`config.mk`:
```
export PLATFORM = sky130hd
export DESIGN_NAME = hex_display_ctrl
export DESIGN_NICKNAME = d
export VERILOG_FILES = /design/src/rtl/display_pkg.sv /design/src/rtl/hexto7seg.sv /design/src/rtl/hex_display_ctrl.sv
export SDC_FILE = /design/constraint.sdc
export NUM_CORES = 1
export LEC_CHECK = 0
export BUFFER_PORTS_ARGS = -buffer_cell sky130_fd_sc_hd__buf_2
export CAP_MARGIN = 30
export CORE_MARGIN = 4
export CORE_UTILIZATION = 53
export CTS_BUF_LIST = sky130_fd_sc_hd__clkbuf_8
export DETAILED_ROUTE_END_ITERATION = 6
export HOLD_SLACK_MARGIN = 0.02
export PLACE_DENSITY_LB_ADDON = 0.08
export SETUP_SLACK_MARGIN = 0.05
export SKIP_LAST_GASP = 1
export SLEW_MARGIN = 15
export SYNTH_ARGS = -nofsm -noshare
export SYNTH_HDL_FRONTEND = slang
export SYNTH_SLANG_ARGS = --single-unit
```
`constraint.sdc`:
```
create_clock -name clk -period 2.67 [get_ports clk]
set_input_delay 0.534 -clock clk [delete_from_list [all_inputs] [get_ports clk]]
set_output_delay 0.534 -clock clk [all_outputs]
set_load 0.01 [all_outputs]
```
`src/rtl/display_pkg.sv`:
```
// rtl/display_pkg.sv - shared constants and state type for the seven-segment display controller
package display_pkg;

    localparam int SEG_W = 7;                           // segments per digit (g..a)
    localparam int NIB_W = 4;                           // bits per hex digit
    localparam logic [SEG_W-1:0] SEG_BLANK = 7'h7F;     // low-active: all segments off

    typedef enum logic [1:0] {
        IDLE,
        DECODE,
        COMMIT
    } disp_state_t;

endpackage

```
`src/rtl/hexto7seg.sv`:
```
// rtl/hexto7seg.sv - combinational hex nibble to low-active seven-segment decoder
//   hex_i : 4-bit hex digit
//   seg_o : segments {g,f,e,d,c,b,a}, 0 = lit
module hexto7seg
    import display_pkg::*;
(
    input  logic [NIB_W-1:0] hex_i,
    output logic [SEG_W-1:0] seg_o
);

    always_comb begin
        seg_o = SEG_BLANK;
        case (hex_i)
            4'h0: seg_o = 7'b1000000;
            4'h1: seg_o = 7'b1111001;
            4'h2: seg_o = 7'b0100100;
            4'h3: seg_o = 7'b0110000;
            4'h4: seg_o = 7'b0011001;
            4'h5: seg_o = 7'b0010010;
            4'h6: seg_o = 7'b0000010;
            4'h7: seg_o = 7'b1111000;
            4'h8: seg_o = 7'b0000000;
            4'h9: seg_o = 7'b0011000;
            4'hA: seg_o = 7'b0001000;
            4'hB: seg_o = 7'b0000011;
            4'hC: seg_o = 7'b1000110;
            4'hD: seg_o = 7'b0100001;
            4'hE: seg_o = 7'b0000110;
            4'hF: seg_o = 7'b0001110;
            default: seg_o = SEG_BLANK;
        endcase
    end

endmodule

```
`src/rtl/hex_display_ctrl.sv`:
```
// rtl/hex_display_ctrl.sv - sequences a multi-digit hex value through one shared decoder and commits all digits at once
//   clk, reset : system clock, synchronous active-high reset
//   in_valid/in_ready, in_value, lz_en : value handshake (lz_en = blank leading zeros)
//   hex_out    : low-active segments, digit k at [7k+6:7k]
//   done       : one-cycle pulse on the first cycle new hex_out is visible
//   busy       : high while a transfer is in flight
module hex_display_ctrl
    import display_pkg::*;
#(
    parameter int NUM_DIGITS = 6
) (
    input  logic                        clk,
    input  logic                        reset,
    input  logic                        in_valid,
    output logic                        in_ready,
    input  logic [NIB_W*NUM_DIGITS-1:0] in_value,
    input  logic                        lz_en,
    output logic [SEG_W*NUM_DIGITS-1:0] hex_out,
    output logic                        done,
    output logic                        busy
);

    localparam int IDX_W = (NUM_DIGITS > 1) ? $clog2(NUM_DIGITS) : 1;

    disp_state_t                         state_q, state_d;
    logic [IDX_W-1:0]                    idx_q, idx_d;
    logic [NIB_W*NUM_DIGITS-1:0]         value_q, value_d;
    logic                                lz_q, lz_d;
    logic [NUM_DIGITS-1:0][SEG_W-1:0]    shadow_q, shadow_d;
    logic [NUM_DIGITS-1:0][SEG_W-1:0]    hex_q, hex_d;
    logic                                done_q, done_d;

    logic [NIB_W-1:0]                    nib;
    logic [SEG_W-1:0]                    seg;

    // One decoder shared by all digits; idx selects which nibble it sees.
    assign nib = value_q[NIB_W*idx_q +: NIB_W];

    hexto7seg u_dec (
        .hex_i (nib),
        .seg_o (seg)
    );

    always_comb begin
        state_d  = state_q;
        idx_d    = idx_q;
        value_d  = value_q;
        lz_d     = lz_q;
        shadow_d = shadow_q;
        hex_d    = hex_q;
        done_d   = 1'b0;

        case (state_q)
            IDLE: begin
                if (in_valid) begin
                    value_d = in_value;
                    lz_d    = lz_en;
                    idx_d   = IDX_W'(NUM_DIGITS - 1);
                    state_d = DECODE;
                end
            end

            DECODE: begin
                // Walk from the MSD down; the first nonzero nibble ends blanking,
                // and digit 0 always shows so a zero value reads "0".
                if (lz_q && (nib == '0) && (idx_q != '0)) begin
                    shadow_d[idx_q] = SEG_BLANK;
                end else begin
                    shadow_d[idx_q] = seg;
                    lz_d            = 1'b0;
                end
                if (idx_q == '0) begin
                    state_d = COMMIT;
                end else begin
                    idx_d = idx_q - IDX_W'(1);
                end
            end

            COMMIT: begin
                // All digits update on the same edge, so no partial value is ever shown.
                hex_d   = shadow_q;
                done_d  = 1'b1;
                state_d = IDLE;
            end

            default: begin
                state_d = IDLE;
            end
        endcase
    end

    always_ff @(posedge clk) begin
        if (reset) begin
            state_q  <= IDLE;
            idx_q    <= '0;
            value_q  <= '0;
            lz_q     <= 1'b0;
            shadow_q <= '1;
            hex_q    <= '1;
            done_q   <= 1'b0;
        end else begin
            state_q  <= state_d;
            idx_q    <= idx_d;
            value_q  <= value_d;
            lz_q     <= lz_d;
            shadow_q <= shadow_d;
            hex_q    <= hex_d;
            done_q   <= done_d;
        end
    end

    assign busy     = (state_q != IDLE);
    assign in_ready = !busy;
    assign hex_out  = hex_q;
    assign done     = done_q;

endmodule
```
After elaboration in Yosys (flattened, before gate mapping)
Memories as Yosys holds them, arrays and structs flattened. Index checks and enable logic that the tools add are counted.

ROM bits: 112. Logic and storage cells: 57. Memories: 1. Output and inout bits: 45. RAM bits: 0. Bits in registers: 115. Bits of input ports: 28. Bits in latches: 0.

Memories: (name not given) (words 16, bits a word 7, read ports 1, clocked after Yosys merged registers in 0, write ports 0, line hexto7seg.sv:13) `case (hex_i)`.

Shifts and indexed selects: 1. Reductions and logical operators: 14. Muxes and demuxes: 14. Multiply operators: 0. Eq/ne operators: 6. Magnitude comparators: 2. $add $sub $neg: 1. Bitwise operators: 1. Divide/modulo/power cells: 0.

Operators by type and width (number): $bwmux W42 (1); $mux W42 (1); $or A42 B42 Y42 (1); $shiftx A24 B6 Y4 (1); $demux W7 S3 (1); $ne A2 B2 Y1 const B (4); $mux W7 (1); $mux W3 (2); $pmux W3 S2 (1); $reduce_and A3 Y1 (2); $logic_not A4 Y1 (1); $lt A3 B4 Y1 const B (1); $mux W2 (2); $pmux W2 S2 (1); $reduce_and A2 Y1 (2); $reduce_bool A2 Y1 (2); $ge A3 B1 Y1 const B (1); $logic_and A1 B1 Y1 (3); $logic_not A3 Y1 (1); $mux W1 (3); $reduce_bool A3 Y1 (1); $sub A3 B1 Y3 const B (1); $eq A2 B1 Y1 const B (1); $eq A2 B2 Y1 const B (1); other kinds (3) (3).

Longest topological paths before layout
Depth after elaboration: 6. Depth in mapped cells: 13. Gate-level depth less buffers: 10.

By module
From an unflattened synthesis, not the netlist that was laid out.

Cells, all modules: 512. Area, all modules: 4678.2 um^2.

By module, submodules not included: hex_display_ctrl (sequential area each 2302.2 um^2, cells each 477, instances 1, area an instance 4421.7 um^2); hexto7seg (sequential area each 0.0 um^2, cells each 35, instances 1, area an instance 256.5 um^2).

Least setup slack after synthesis
OpenSTA, ideal clock, no wires.

Path kind: reg2reg. Start point: register idx_q[0]. End point: register shadow_q[12] (netlist bit). Setup slack: -0.161 ns. Library setup time: 0.122 ns. Data arrival time: 2.710 ns. Stages on the path, launching flop included: 14. Required time: 2.548 ns. Buffers on the path: 3. Period minus slack after synthesis: 2.831 ns. Cell sequence: dfxtp_1 > buf_2 > buf_2 > mux2i_1 > nor2_1 > or3_1 > inv_1 > ha_1 > and2_1 > and2_1 > nand4_1 > buf_2 > a21o_1 > o32a_1.

Word-level cells in the longest chain between the ends: 6. Elaborated cells between the ends (all ways): 14. Classes of those cells: order compare (2); shift (1); mux (4); bitwise (1); reduce/logical (5); memory (1).

RTL lines: start, declared (line hex_display_ctrl.sv:26) `logic [IDX_W-1:0] idx_q, idx_d;`; start signal, assigned (line hex_display_ctrl.sv:103) `idx_q <= idx_d;`; branches (longest 5 deep; another with $mem_v2 Z16 W7); $mux W42 * (line hex_display_ctrl.sv:66) `if (lz_q && (nib == '0) && (idx_q != '0)) begin`; end signal, assigned (line hex_display_ctrl.sv:106) `shadow_q <= shadow_d;`; end, declared (line hex_display_ctrl.sv:29) `logic [NUM_DIGITS-1:0][SEG_W-1:0] shadow_q, shadow_d;`.

Mark *: on every way between the ends. A chain may end at the register's enable or synchronous reset.

Worst setup path after layout
Start point: register idx_q[0]. End point: register shadow_q[38] (netlist bit).

The elaborated chain is that of the path after synthesis.

==> results.toml <==
[timing]
final.min_clock_period_ns = 2.53
setup_violators_final = 0
achievable-frequency_mhz = 395
final_hold_viol_count = 0
rsz0062_at_grt = "false"
timing.max_slew.rel_slack = 0.426
finalSetupTns_ns = 0
layout_worst_path_cycle_share = 0.949
hold_slack_ns = 0.331
max_slew.worst_pin.slew_ns = 0.859
timing.final.max_slew_violations = 0
fin_skew_ns = 0.0143

[routing]
route.vias.total = 4220
drtIter0Drc = 287
avgRoutedWirePerCell_um = 16.4
route.detailed.drc = 0
postRouteWirelength_um = 12200
detailed_routing_iterations_pass_1 = 5
via_per_inst = 5.67
drtAntennaViolNets = 0

[synthesis]
yosys_most_used_dff = "sky130_fd_sc_hd__dfxtp_1"
yosys-top-cells-count = "sky130_fd_sc_hd__nand2_1, sky130_fd_sc_hd__dfxtp_1, sky130_fd_sc_hd__nand3_1"
synth_compound_area_frac = 0.160
netlist-cell-type-count = 47
main_combinational_cell_family_by_area_after_synthesis = "simple AND/OR/NAND/NOR gates"
async_reset_ff_frac = 0
yosysSeqAreaShare = 0.495
synth-edff-count = 0
synth_xor_xnor_area_share = 0.00188
yosys_synthesis_warning_count = 0
yosys.area.top_type = "sky130_fd_sc_hd__dfxtp_1"
synth_area_leaders = "sky130_fd_sc_hd__dfxtp_1, sky130_fd_sc_hd__nand2_1, sky130_fd_sc_hd__nand3_1, sky130_fd_sc_hd__o32a_1, sky130_fd_sc_hd__a21oi_1"
synthesis.area_sq_mm = 0.00465
post_synth.cell_area_avg_sq_um = 8.57
synthAdderAreaFrac = 0.0215
ys_ff_latch = 115
syn_nets = 579
synth.top_cell.area_share = 0.495
yosys.cell_count.top_type = "sky130_fd_sc_hd__nand2_1"
syn_inst = 543
synth.mux.area_fraction = 0.0414
yosys.area_share.simple = 0.242

[finish]
fin_area_sq_mm = 0.00573
area_growth_syn_to_layout_pct = 23.1
antenna_diode_count = 0
num-nets-final = 662
area_occupied_by_registers_sq_mm = 0.00231
fraction_of_final_layout_cells_with_drive_strength_greater_than_1 = 0.250
layout.filler_cells = 714
multi_input_comb_area_sq_mm = 0.00224

[clock_tree]
post-cts-setup-buffers = 0
clk_sinks = 115
clk_latency_ns = 0.43
cts_tree = "done"
cts-hold-fix-buffers = 0
clock_tree.buffer_depth = 2
h_tree_levels = 4
path_clk_slew_ns = 0.08
cts_inserted_buffers = 17
cts_root_buffer = "sky130_fd_sc_hd__clkbuf_8"

[power_and_ir_drop]
power.share.clock = 0.397
netSwitchingFraction = 0.292
peakVddDrop_mv = 0.484
netSwitchingPower_w = 0.00129
internal_power_w = 0.00313
comb_power_share = 0.176
pwr-share-seq = 0.427
power_per_cell_area_mw_per_mm2 = 772
power.static_leakage_nw = 2.48

[floorplan]
row_count = 33
die_w_um = 102
floorplan.die.height_um = 102
starting_density_of_the_core = 0.555
io_pins = 73
die_area_sq_mm = 0.0103
core_region_area_sq_mm = 0.00838

[global_route]
first_global_vias = 3995
global_route_wire_length_before_repair_um = 19900
antenna_found_initial = 0
grt_overflow = 0
grt_start_max_net_pins = 74
gr-usage-all-layers = 0.246

[worst_setup_path]
cp.arrival_ns = 2.85
crit_path_end_kind = "register"
crit_type = "register to register"
critPathRequiredTime_ns = 2.98
critical_path.startpoint_type = "register"
critical_path.max_fanout = 6

[outcome]
run_status = "completed"

[placement]
io_buffer_count = 72
last_weighted_congestion_value_of_the_routability_driven_placer = 0.838
detailed_place.area_sq_mm = 0.00523
dp.final_hpwl_um = 8320

[flow_run]
max_cap_viol_count = 0

[min_path]
hold_class = "input pin to register"
[sequential cells by signal, indices dropped and copies added, names as in the netlist]
name and cells:
hex_out 42, shadow_q 42, value_q 24, idx_q 3
state_q 2, done 1, lz_q 1
[cells by family after synthesis]
| logic type | Yosys count |
|---|---|
| adders and majority gates | 8 |
| muxes | 18 |
| and+or+nand+nor | 258 |
| AOI/OAI and AO/OA | 98 |
| xor gates and xnor gates | 1 |
| DFF | 115 |
| buffers and inverters | 45 |
[per-layer routing]
layer  GRT usage  up-vias  wire, um
met3      0.0579       13       828
met2       0.363      147      5620
met5           0        -         0
li1            -     2082         -
met4      0.0930        0       139
met1       0.348     1978      5650
[through the flow]
step | setup slack, ns | total power (W) | std cells | utilization
6_report | 0.135 | 0.00442 | 744 | 0.684
5_1_grt | 0.0305 | 0.00461 | 744 | 0.684
4_1_cts | 0.0709 | 0.00440 | 744 | 0.676
3_5_place_dp | 0.0269 | 0.00265 | 712 | 0.624
3_3_place_gp | 0.0665 | 0.00264 | 712 | 0.624
2_1_floorplan | 0.0541 | 0.00238 | 543 | -
[final timing paths]
kind | startpoint | to | slack [ns] | cells past startpoint
setup / recovery | idx_q[0]$_SDFFE_PP0P_ | shadow_q[38]$_SDFFE_PP1P_ | 0.14 | 11
hold / removal | in_value[3] | value_q[3]$_SDFFE_PP0P_ | 0.33 | 3
setup reg to reg | idx_q[0]$_SDFFE_PP0P_ | shadow_q[38]$_SDFFE_PP1P_ | 0.14 | 11
hold reg to reg | value_q[3]$_SDFFE_PP0P_ | value_q[3]$_SDFFE_PP0P_ | 0.46 | 2
[critical path, stage by stage (launching register included)]
cell	delay [ns]
sky130_fd_sc_hd__dfxtp_4	0.39
sky130_fd_sc_hd__buf_6	0.14
sky130_fd_sc_hd__mux2i_4	0.24
sky130_fd_sc_hd__o22ai_2	0.11
sky130_fd_sc_hd__nor2_2	0.14
sky130_fd_sc_hd__buf_4	0.14
sky130_fd_sc_hd__inv_1	0.06
sky130_fd_sc_hd__ha_1	0.21
sky130_fd_sc_hd__a21o_1	0.15
sky130_fd_sc_hd__o311a_1	0.29
sky130_fd_sc_hd__a211o_4	0.36
sky130_fd_sc_hd__o32a_1	0.17
[cell type report]
class,count,share of cell area
inverters,7,0.00459
flip-flops and latches,115,0.403
clock inverters,13,0.0301
repair buffers,102,0.104
multi-input cells,383,0.390
well taps,105,0.0229
clock buffers,19,0.0456
[cells in the final DEF, fill, tap and decap left out, types with 3 or more instances in the layout]
| master | count |
|---|---|
| sky130_fd_sc_hd__nor2b_1 | 5 |
| sky130_fd_sc_hd__nand3_1 | 53 |
| sky130_fd_sc_hd__a31oi_1 | 5 |
| sky130_fd_sc_hd__a21o_1 | 8 |
| sky130_fd_sc_hd__nor2_1 | 22 |
| sky130_fd_sc_hd__inv_1 | 7 |
| sky130_fd_sc_hd__and2_1 | 3 |
| sky130_fd_sc_hd__buf_4 | 28 |
| sky130_fd_sc_hd__a41oi_1 | 3 |
| sky130_fd_sc_hd__a21oi_1 | 32 |
| sky130_fd_sc_hd__bufinv_16 | 3 |
| sky130_fd_sc_hd__clkbuf_8 | 19 |
| sky130_fd_sc_hd__clkinvlp_4 | 3 |
| sky130_fd_sc_hd__o22ai_2 | 3 |
| sky130_fd_sc_hd__mux2i_1 | 9 |
| sky130_fd_sc_hd__nor3_1 | 18 |
| sky130_fd_sc_hd__dfxtp_1 | 112 |
| sky130_fd_sc_hd__o32a_1 | 24 |
| sky130_fd_sc_hd__inv_6 | 3 |
| sky130_fd_sc_hd__buf_2 | 72 |
| sky130_fd_sc_hd__nand2b_1 | 4 |
| sky130_fd_sc_hd__nand2_1 | 138 |
| sky130_fd_sc_hd__mux2_2 | 6 |
| sky130_fd_sc_hd__ha_1 | 7 |
| sky130_fd_sc_hd__o311ai_1 | 6 |
[power groups by stage]
stage	Combinational (W)	Sequential (W)	Clock, W
after floorplan	0.000470	0.00191	0
after global placement	0.000722	0.00192	0
after detailed placement	0.000733	0.00192	0
after CTS	0.000741	0.00188	0.00178
after global routing	0.000853	0.00190	0.00186
final	0.000778	0.00189	0.00176
[repair_timing]
item                                    in CTS  in global routing
endpoints found under the setup margin      12                 31
cloned                                       0                  0
gates resized for setup                      2                 22
pin swaps                                    0                  3
Note: power is estimated with default switching activity, not from simulation.
